File: config.mk
export PLATFORM = sky130hd
export DESIGN_NAME = mult_pin_port
export DESIGN_NICKNAME = d
export VERILOG_FILES = /design/src/rtl/mult_port_pkg.sv /design/src/rtl/sync_bit.sv /design/src/rtl/mult_pin_port.sv
export SDC_FILE = /design/constraint.sdc
export NUM_CORES = 1
export LEC_CHECK = 0
export BUFFER_PORTS_ARGS = -buffer_cell sky130_fd_sc_hd__buf_2
export CAP_MARGIN = 15
export CORE_AREA = 2 2 106 87
export DETAILED_ROUTE_END_ITERATION = 8
export DIE_AREA = 0 0 108 89
export PLACE_DENSITY_LB_ADDON = 0.12
export SYNTH_ARGS = -nofsm -noshare
export SYNTH_HDL_FRONTEND = slang
export SYNTH_HIERARCHICAL = 1
export SYNTH_SLANG_ARGS = --single-unit
File: constraint.sdc
create_clock -name clk -period 2.5 [get_ports clk]
set_clock_uncertainty 0.2 [all_clocks]
set_input_delay 0.25 -clock clk [delete_from_list [all_inputs] [get_ports clk]]
set_output_delay 0.25 -clock clk [all_outputs]
set_load 0.02 [all_outputs]
File: src/rtl/mult_port_pkg.sv
// Shared types and helpers for the pin-side multiplier port.
// Holds the handshake state encoding and byte-index sizing.
package mult_port_pkg;

  typedef enum logic [1:0] {
    LOAD   = 2'd0,
    REQ    = 2'd1,
    REL    = 2'd2,
    UNLOAD = 2'd3
  } state_t;

  localparam int BYTE_W = 8;

  // Width of a byte index over nb bytes; never below one bit.
  function automatic int idx_width(input int nb);
    return (nb <= 2) ? 1 : $clog2(nb);
  endfunction

endpackage

File: src/rtl/sync_bit.sv
// Multi-flop synchronizer for one asynchronous input bit.
// Clears to 0 on reset; output is the last flop of the chain.
module sync_bit #(
  parameter int STAGES = 2
) (
  input  logic clk,
  input  logic rst,
  input  logic d,
  output logic q
);

  logic [STAGES-1:0] chain_reg;

  always_ff @(posedge clk or posedge rst) begin
    if (rst) begin
      chain_reg <= '0;
    end else begin
      chain_reg <= {chain_reg[STAGES-2:0], d};
    end
  end

  assign q = chain_reg[STAGES-1];

endmodule

File: src/rtl/mult_pin_port.sv
// Pin-side responder: collects operand bytes, runs a four-phase req/ack
// handshake with the multiplier core, then streams the product out bytewise.
module mult_pin_port
  import mult_port_pkg::*;
#(
  parameter int OP_W        = 16,
  parameter int SYNC_STAGES = 2
) (
  input  logic              clk,
  input  logic              rst,
  input  logic              ena,
  input  logic [7:0]        din,
  input  logic              wr_stb,
  input  logic              rd_stb,
  output logic [7:0]        dout,
  output logic              busy,
  output logic              done,
  output logic              mul_req,
  output logic [OP_W-1:0]   mul_a,
  output logic [OP_W-1:0]   mul_b,
  input  logic              mul_ack,
  input  logic [2*OP_W-1:0] mul_p
);

  localparam int NB = 2 * OP_W / BYTE_W;
  localparam int IW = idx_width(NB);
  localparam logic [IW-1:0] LAST_IDX = IW'(NB - 1);

  logic [2:0] async_in;
  logic [2:0] synced;
  logic       wr_sync, rd_sync, ack_sync;

  assign async_in = {mul_ack, rd_stb, wr_stb};

  generate
    for (genvar gi = 0; gi < 3; gi++) begin : g_sync
      sync_bit #(.STAGES(SYNC_STAGES)) u_sync (
        .clk (clk),
        .rst (rst),
        .d   (async_in[gi]),
        .q   (synced[gi])
      );
    end
  endgenerate

  assign wr_sync  = synced[0];
  assign rd_sync  = synced[1];
  assign ack_sync = synced[2];

  // Edge history runs regardless of ena so a strobe held across ena=0 never
  // looks like a fresh edge once the design is reselected.
  logic wr_prev_reg, rd_prev_reg;
  logic wr_edge, rd_edge;

  always_ff @(posedge clk or posedge rst) begin
    if (rst) begin
      wr_prev_reg <= 1'b0;
      rd_prev_reg <= 1'b0;
    end else begin
      wr_prev_reg <= wr_sync;
      rd_prev_reg <= rd_sync;
    end
  end

  assign wr_edge = ena & wr_sync & ~wr_prev_reg;
  assign rd_edge = ena & rd_sync & ~rd_prev_reg;

  state_t            state_reg, state_next;
  logic [IW-1:0]     idx_reg, idx_next;
  logic [2*OP_W-1:0] ops_reg, ops_next;
  logic [2*OP_W-1:0] prod_reg, prod_next;

  always_ff @(posedge clk or posedge rst) begin
    if (rst) begin
      state_reg <= LOAD;
      idx_reg   <= '0;
      ops_reg   <= '0;
      prod_reg  <= '0;
    end else begin
      state_reg <= state_next;
      idx_reg   <= idx_next;
      ops_reg   <= ops_next;
      prod_reg  <= prod_next;
    end
  end

  always_comb begin
    state_next = state_reg;
    idx_next   = idx_reg;
    ops_next   = ops_reg;
    prod_next  = prod_reg;
    case (state_reg)
      LOAD: begin
        if (wr_edge) begin
          ops_next[BYTE_W*idx_reg +: BYTE_W] = din;
          if (idx_reg == LAST_IDX) begin
            idx_next   = '0;
            state_next = REQ;
          end else begin
            idx_next = idx_reg + IW'(1);
          end
        end
      end
      REQ: begin
        // mul_p is bundled with ack, so it is settled once ack is synced.
        if (ack_sync) begin
          prod_next  = mul_p;
          state_next = REL;
        end
      end
      REL: begin
        if (!ack_sync) begin
          idx_next   = '0;
          state_next = UNLOAD;
        end
      end
      UNLOAD: begin
        if (rd_edge) begin
          if (idx_reg == LAST_IDX) begin
            idx_next   = '0;
            state_next = LOAD;
          end else begin
            idx_next = idx_reg + IW'(1);
          end
        end
      end
      default: begin
        state_next = LOAD;
        idx_next   = '0;
      end
    endcase
  end

  // Decoded straight from state so an async reset drops mul_req at once.
  assign mul_req = (state_reg == REQ);
  assign busy    = (state_reg == REQ) || (state_reg == REL);
  assign done    = (state_reg == UNLOAD);
  assign dout    = (state_reg == UNLOAD) ? prod_reg[BYTE_W*idx_reg +: BYTE_W] : '0;
  assign mul_a   = ops_reg[OP_W-1:0];
  assign mul_b   = ops_reg[2*OP_W-1:OP_W];

endmodule

# Word-level counts from Yosys, hierarchy flattened
# Index checks and enable logic that the tools add are counted.
# Widths: inputs -> output; s select.
[classes]
n_shift = 3
n_addsub = 2
bitwise = 6
mux = 14
reduce_logical = 7
n_eq_ne = 10
[op_table]
columns = ["cell", "count"]
rows = [
  ["$neg 5->34", 1],
  ["$shift 8x34->32 const A", 1],
  ["$shiftx 8x34->32", 1],
  ["$bwmux 32", 1],
  ["$shiftx 32x6->8", 1],
  ["$mux 2", 10],
  ["$mux 8", 1],
  ["$pmux 2 s4", 1],
  ["$eq 2x2->1 const B", 3],
  ["$ne 2x1->1 const B", 3],
  ["$ne 2x2->1 const B", 3],
  ["$pmux 2 s3", 1],
  ["$reduce_and 6->1", 1],
  ["$and 1x1->1", 4],
  ["$reduce_and 2->1", 2],
  ["$reduce_and 4->1", 1],
  ["$reduce_bool 3->1", 1],
  ["$add 2x1->2 const B", 1],
  ["$eq 2x1->1 const B", 1],
  ["$logic_not 2->1", 1],
  ["$not 1->1", 2],
  ["$logic_or 1x1->1", 1],
]
[word_totals]
in_bits = 46
elab_cells = 51
output_inout_bits = 43
reg_bits = 76

# Logic depth before layout (Yosys ltp)
# Gate-level depths: netlist (run 1).
[logic_depth]
word_depth = 4
depth_mapped = 9
depth_no_buf = 6

# By module
# Netlist (run 1), hierarchy kept.
[by_module_without_submodules]
columns = ["mod", "area_per_inst_um2", "cells_per_inst", "seq_area_each_um2", "n_inst"]
rows = [
  ["mult_pin_port", 3198.1, 269, 1751.7, 1],
  ["sync_bit", 53.8, 3, 50.0, 3],
]

# Worst setup path before layout (run 1)
# No wires, ideal clock.
[synth_timing]
path_type = "reg-to-reg"
from = "register idx_reg[1]"
to = "register ops_reg[26]"
t_required_ns = 2.217
n_path_buf = 2
setup_time_ns = 0.083
synth_period_minus_slack_ns = 2.120
slack_ns = 0.380
arrival_ns = 1.838
stages_incl_launch_ff = 9
path_cell_list = "dfrtp_1 -> clkbuf_1 -> inv_1 -> ha_1 -> buf_2 -> nor3b_2 -> and2b_1 -> nand2_1 -> o21ai_0"
[synth_between]
elab_chain_cells = 3
elab_cells_between_ends = 4
classes_between = "add/sub: 1; shift: 2; mux: 1"
[synth_lines]
columns = ["item", "line_no", "source"]
rows = [
  ["start: declaration", "mult_pin_port.sv:69", "logic [IW-1:0] idx_reg, idx_next;"],
  ["start signal: assignment", "mult_pin_port.sv:81", "idx_reg <= idx_next;"],
  ["$neg 5->34 *", "mult_pin_port.sv:95", "ops_next[BYTE_W*idx_reg +: BYTE_W] = din;"],
  ["$shiftx 8x34->32 / $shift 8x34->32 (equally long branches)", "mult_pin_port.sv:95", ""],
  ["$bwmux 32 *", "mult_pin_port.sv:95", ""],
  ["end signal: assignment", "mult_pin_port.sv:82", "ops_reg <= ops_next;"],
  ["end: declaration", "mult_pin_port.sv:70", "logic [2*OP_W-1:0] ops_reg, ops_next;"],
]
# Mark *: on every way between the ends. The rest lies on a longest branch, timed or not.
# A chain may end at the register's enable or synchronous reset.

# Final worst setup path (run 1)
[layout_timing]
from = "register idx_reg[0]"
to = "output port dout[7]"
[layout_between]
elab_chain_cells = 2
[layout_lines]
columns = ["item", "line_no", "source"]
rows = [
  ["$shiftx 32x6->8", "mult_pin_port.sv:138", "assign dout = (state_reg == UNLOAD) ? prod_reg[BYTE_W*idx_reg +: BYTE_W] : '0;"],
  ["$mux 8", "mult_pin_port.sv:138", ""],
  ["end: declaration", "mult_pin_port.sv:15", "output logic [7:0] dout,"],
]
# Every way passes these cells.

==> impl_results.md, run 1 <==
* Die H at just under 90 µm
* 1st-pass router iterations at 4
* GP Congestion at 0.772
* Fin crit share at slightly above 90%
* Initial antenna violation count at 0
* Slew HR at ~58%
* Share of cells above drive strength 1 at 35.6%
* Floorplan row count at 30
* Primary FF master, synth: dfrtp_1
* Distinct cells, synth at 28
* Leak Pwr at roughly 2.2 nW
* I/O Pins at 89
* Crit path kind: flip-flop to primary output
* Crit Path Max Fanout at 17
* Peak VDD IR at around 0.68 mV
* Largest net degree at the start of global routing at between 40 and 50
* Final setup fails at 0
* Slew @ Worst Pin at between 0.6 and 0.7 ns
* Antenna cells at 0
* Crit path arrival time at approximately 1.9 ns
* RSZ-0062 raised after global routing: no
* Max stage delay on crit path at around 0.57 ns
* Worst EP required at roughly 2 ns
* Min Tclk post-route at approximately 2.3 ns
* Post-DRT Antenna Nets at 0
* Post-synth EDFFs at 0
* DP Wirelength at just under 5000 µm
* Post-synth ARST share at between 90% and 100%
* Remaining DRCs at 0
* All-Layer GR Usage at 16.0%
* Slowest CP cell: mux4_1
* # clock sinks at 76
* Status: complete, no violations
* Mapped Area at ~0.0034 mm²
* Seq/Total Area, Yosys at 56.6%
* Clk slew on worst S/H paths at approximately 0.070 ns
* Hold slack at approximately 0.14 ns
* Crit path capture type: primary output
* Die X at ~110 µm
* PwrDens at around 1000 mW/mm²
* Vias in the first global route at 2,422
* Synthesized flop and latch total at 76
* F_max at approximately 0.43 GHz
* CTS Root Buffer Type: clkbuf_8
* DR WL/cell at between 10 and 15 µm
* Max-slew violations at 0
* Final wirelength at around 7000 µm
* Power Total at roughly 4.6 mW
* Max-Cap Viols at 0
* Post-Syn Nets at roughly 340
* First-pass GRT wire length at 11,700 µm
* Initial DRC count at between 50 and 60
* Crit path cell chain: buf_4, mux4_1, and2_1, buf_2
* Port Buffers at 88
* Yosys warns at 6
* Via Count at 2,449
* CTS H-Tree Depth at 3
* Final hold violations at 0
* Initial Util at around two fifths
* Die ar. at roughly 0.0096 mm²
* CTS max path bufs at 2
* Post-Syn Instances at around 280
* Min-delay worst type: input port to asynchronous set/reset pin
* Area of the core at around 0.0084 mm²
* Syn Area/Cell at approximately 12 µm²
* Vias per cell at approximately 4.6
* Inserted Clock Buffers at 9
* Latest clock arrival within the worst-skew pair at approximately 0.33 ns
* CTS tree: yes
* Fin nets at ~470
* Grt ovf at 0
* Area Overhead vs Synth at 34.9%
* Startpoint types: flip-flop
* Sum Neg Setup Slack at 0 ns
==> layer usage <==
metal	vias up	share of wire, %	wire length [µm]	global-route usage, %
met5	-	0	0	0
met4	0	1.1	82	5.83
met3	8	4.8	342	4.45
met2	60	47	3390	26.1
met1	1158	47	3380	20.9
li1	1223	-	-	-
==> cells by family after synthesis <==
kind of cell / synth area share, %
DFF: 56.6
and+or+nand+nor: 12.7
AOI/OAI and AO/OA: 5.62
muxes: 17.8
adders and majority gates: 4.10
buffers and inverters: 3.13
==> cell type report <==
| cell class | instances | area, µm² |
|---|---|---|
| Fill cell | 770 | 3910 |
| Sequential cell | 76 | 1900 |
| Multi-Input combinational cell | 182 | 1350 |
| Timing Repair Buffer | 136 | 923 |
| Tap cell | 112 | 140 |
| Clock buffer | 10 | 128 |
| Clock inverter | 5 | 53.8 |
| Inverter | 9 | 33.8 |
==> synth_stat cells, types with 4 or more instances <==
cell type / instances / area [µm²]
nand2_1: 68 / 255
buf_2: 5 / 25.0
ha_1: 11 / 138
mux2_2: 34 / 383
o21ai_1: 8 / 40.0
mux4_2: 4 / 90.1
and2_1: 8 / 50.1
o21ai_0: 25 / 125
nand3_1: 4 / 20.0
clkbuf_1: 4 / 15.0
mux4_1: 4 / 105
dfrtp_1: 76 / 1900
inv_1: 9 / 33.8
==> stage by stage <==
stage	instance area, µm²	utilization (%)	std cells	setup WS (ns)
after global routing	4530	53.7	530	0.0924
after floorplan	3360	-	278	0.282
after CTS	4530	53.7	530	0.141
final	4530	53.7	530	0.175
after global placement	3910	46.3	471	0.538
after detailed placement	3910	46.3	471	0.531
==> layout by cell type (no fill, tap or decap) <==
cell type,Yosys,final
dlygate4sd3_1,0,44
nor3_1,1,1
clkbuf_1,4,1
ha_1,11,11
nand3_1,4,4
buf_2,5,88
o21ai_0,25,25
and2_1,8,8
dfrtp_1,76,76
clkinv_2,0,3
nor2_1,2,2
clkinv_4,0,1
bufinv_16,0,1
and2b_1,1,1
mux2i_1,2,2
o21ai_1,8,8
nand2_1,68,68
mux4_2,4,4
clkbuf_8,0,9
nand3b_1,1,1
and4b_1,1,1
o21bai_1,1,1
mux4_1,4,4
nor3b_2,2,2
inv_2,0,1
inv_1,9,8
buf_12,1,1
mux2_2,34,34
nor4b_4,1,1
a22oi_1,1,1
nor3_2,1,1
buf_4,0,3
o2111ai_1,1,1
nand2b_1,1,1
==> worst max-delay path: cells and delay by family, from the launching register on <==
family,cells,cell delay [ns]
mux,1,0.57
buf+inv,2,0.45
simple gates,1,0.18
flops,1,0.34
==> final timing paths <==
path | startpoint | endpoint | slack (ns) | depth (start not counted)
min in group clk | g_sync[0].u_sync/chain_reg[0] | g_sync[0].u_sync/chain_reg[1] | 0.15 | 0
max in group asynchronous | rst | ops_reg[11] | 1.08 | 4
min reg2reg | g_sync[0].u_sync/chain_reg[0] | g_sync[0].u_sync/chain_reg[1] | 0.15 | 0
min | rst | g_sync[0].u_sync/chain_reg[0] | 0.14 | 3
max reg2reg | idx_reg[1] | ops_reg[5] | 0.58 | 5
max | idx_reg[0] | dout[7] | 0.18 | 4
==> where the power goes <==
part	internal, mW	switching (mW)
registers	1.62	0.192
logic	0.949	0.990
clock network	0.453	0.425
==> what timing repair did <==
item,CTS,global route
hold buffers,44,0
buffers inserted,0,0
endpoints found under the setup margin,0,0
gates resized for setup,0,0
hold endpoints to repair,96,0
Note: power is estimated with default switching activity, not from simulation.
==> inputs of run 2 (changes only) <==
ABC_AREA = 0   (was default)
CORE_AREA = 2 2 91 102   (was 2 2 106 87)
DIE_AREA = 0 0 93 104   (was 0 0 108 89)
==> impl_results.md, run 2 (same netlist as run 1, synthesis figures left out) <==
* Crit Path Max Fanout at 8
* Max-slew violations at 0
* Antenna cells at 0
* Latest clock arrival within the worst-skew pair at ~0.34 ns
* Initial antenna violation count at 0
* Power Total at between 4 and 5 mW
* Crit path arrival time at 1.85 ns
* Multi-input gate area at ~0.0014 mm²
* Postcts setup bufs at 0
* Status: complete, no violations
* Min Tclk post-route at between 2 and 2.5 ns
* Die H at between 100 and 150 µm
* Max stage delay on crit path at just under 0.6 ns
* Port Buffers at between 80 and 90
* Fin crit share at a little over 90%
* Area of the core at just under 0.009 mm²
* Inserted Clock Buffers at 9
* Remaining DRCs at 0
* Area Overhead vs Synth at 34.9%
* Worst EP required at ~2.1 ns
* # clock sinks at 76
* I/O Pins at slightly below 90
* Crit path cell chain: buf_4, mux4_1, and2_1, buf_2
* Vias per cell at about 4.5
* CTS max path bufs at 2
* Via Count at between 2,000 and 2,500
* Fin nets at between 400 and 500
* DR WL/cell at between 10 and 15 µm
* Slew HR at about 66%
* Crit path capture type: primary output
* DP Wirelength at between 5000 and 6000 µm
* Final wirelength at around 7500 µm
* Sum Neg Setup Slack at 0 ns
* Most used cells in the layout excluding fill and tap cells: 88 x buf_2, 76 x dfrtp_1, 68 x nand2_1
* RSZ-0062 raised after global routing: no
* Clk slew on worst S/H paths at approximately 0.08 ns
* Final setup fails at 0
* Most common cell after layout, fill and taps aside: buf_2
* Slew @ Worst Pin at 0.508 ns
* CTS Root Buffer Type: clkbuf_8
* 1st-pass router iterations at 4
* Max-Cap Viols at 0
* Floorplan row count at 36
* Peak VDD IR at ~0.47 mV
* Vias in the first global route at roughly 2,600
* F_max at roughly 0.43 GHz
* Largest net degree at the start of global routing at 33
* Reg-to-reg slack, setup at roughly 0.55 ns
* All-Layer GR Usage at 16.8%
* Startpoint types: flip-flop
* PwrDens at slightly above 1000 mW/mm²
* Crit path kind: flip-flop to primary output
* CTS H-Tree Depth at 3
* Initial Util at between 30 and 40%
* Final hold violations at 0
* Initial DRC count at 60
* Share of cells above drive strength 1 at 35.9%
* Leak Pwr at ~2.2 nW
* CTS tree: yes
* Die ar. at slightly below 0.01 mm²
* GP Congestion at between 0.7 and 0.8
* Sequential cell area at approximately 0.0019 mm²
* Hold slack at 0.145 ns
* # fillers at ~810
* Min-delay worst type: input port to asynchronous set/reset pin
* Slowest CP cell: mux4_1
* Post-DRT Antenna Nets at 0
* First-pass GRT wire length at ~13,000 µm
* Die X at a little over 90 µm
* Grt ovf at 0
## run 2: where the power goes
part           switching, mW  leakage, nW  internal, mW  total, mW
Sequential             0.190        0.959          1.62       1.81
Clock                  0.417       0.0893         0.407      0.825
Combinational           1.00         1.13         0.968       1.97
Total                   1.61         2.18          3.00       4.61
## run 2: per-layer routing
metal,track usage [%],vias to the layer above,part of all wire (%)
li1,-,1219,-
met1,20.2,1141,44
met2,28.6,64,49
met3,3.62,10,4.8
met4,7.77,0,2.0
met5,0,-,0
## run 2: final cells by class
type,count,area share [%]
clock buffer,13,3.51
clock inverter,2,0.221
inverter,9,0.745
multi-input combinational,182,29.8
sequential,76,42.0
tap,114,3.15
timing repair buffer,139,20.6
## run 2: worst paths after layout
path                                                     from                            end  cells past startpoint
worst max-delay path                               idx_reg[0]                        dout[7]                      4
worst min-delay path                                      rst  g_sync[0].u_sync/chain_reg[1]                      3
worst max register to register                     idx_reg[0]                    ops_reg[30]                      6
worst min register to register  g_sync[2].u_sync/chain_reg[0]  g_sync[2].u_sync/chain_reg[1]                      0
max in group asynchronous                                 rst                    ops_reg[13]                      4
min in group clk                g_sync[2].u_sync/chain_reg[0]  g_sync[2].u_sync/chain_reg[1]                      0
## run 2: repair_timing
item,CTS,global route
endpoints found under the setup margin,0,0
gates resized for setup,0,0
hold buffers,44,0
hold endpoints to repair,79,0
## run 2: per-stage QoR
stage	cells	setup WS, ns	instance area, µm²	utilization [%]
CTS	535	0.154	4530	52.4
detailed placement	476	0.551	3920	45.4
floorplan	278	0.282	3360	-
global placement	476	0.600	3920	45.4
finish	535	0.198	4530	52.4
global route	535	0.112	4530	52.4
## run 2: worst max-delay path, delay by kind of cell, from the launching register on
kind / cells / cell delay (ns)
flip-flops: 1 / 0.37
buffers and inverters: 2 / 0.38
multiplexers: 1 / 0.58
AND/OR/NAND/NOR: 1 / 0.17
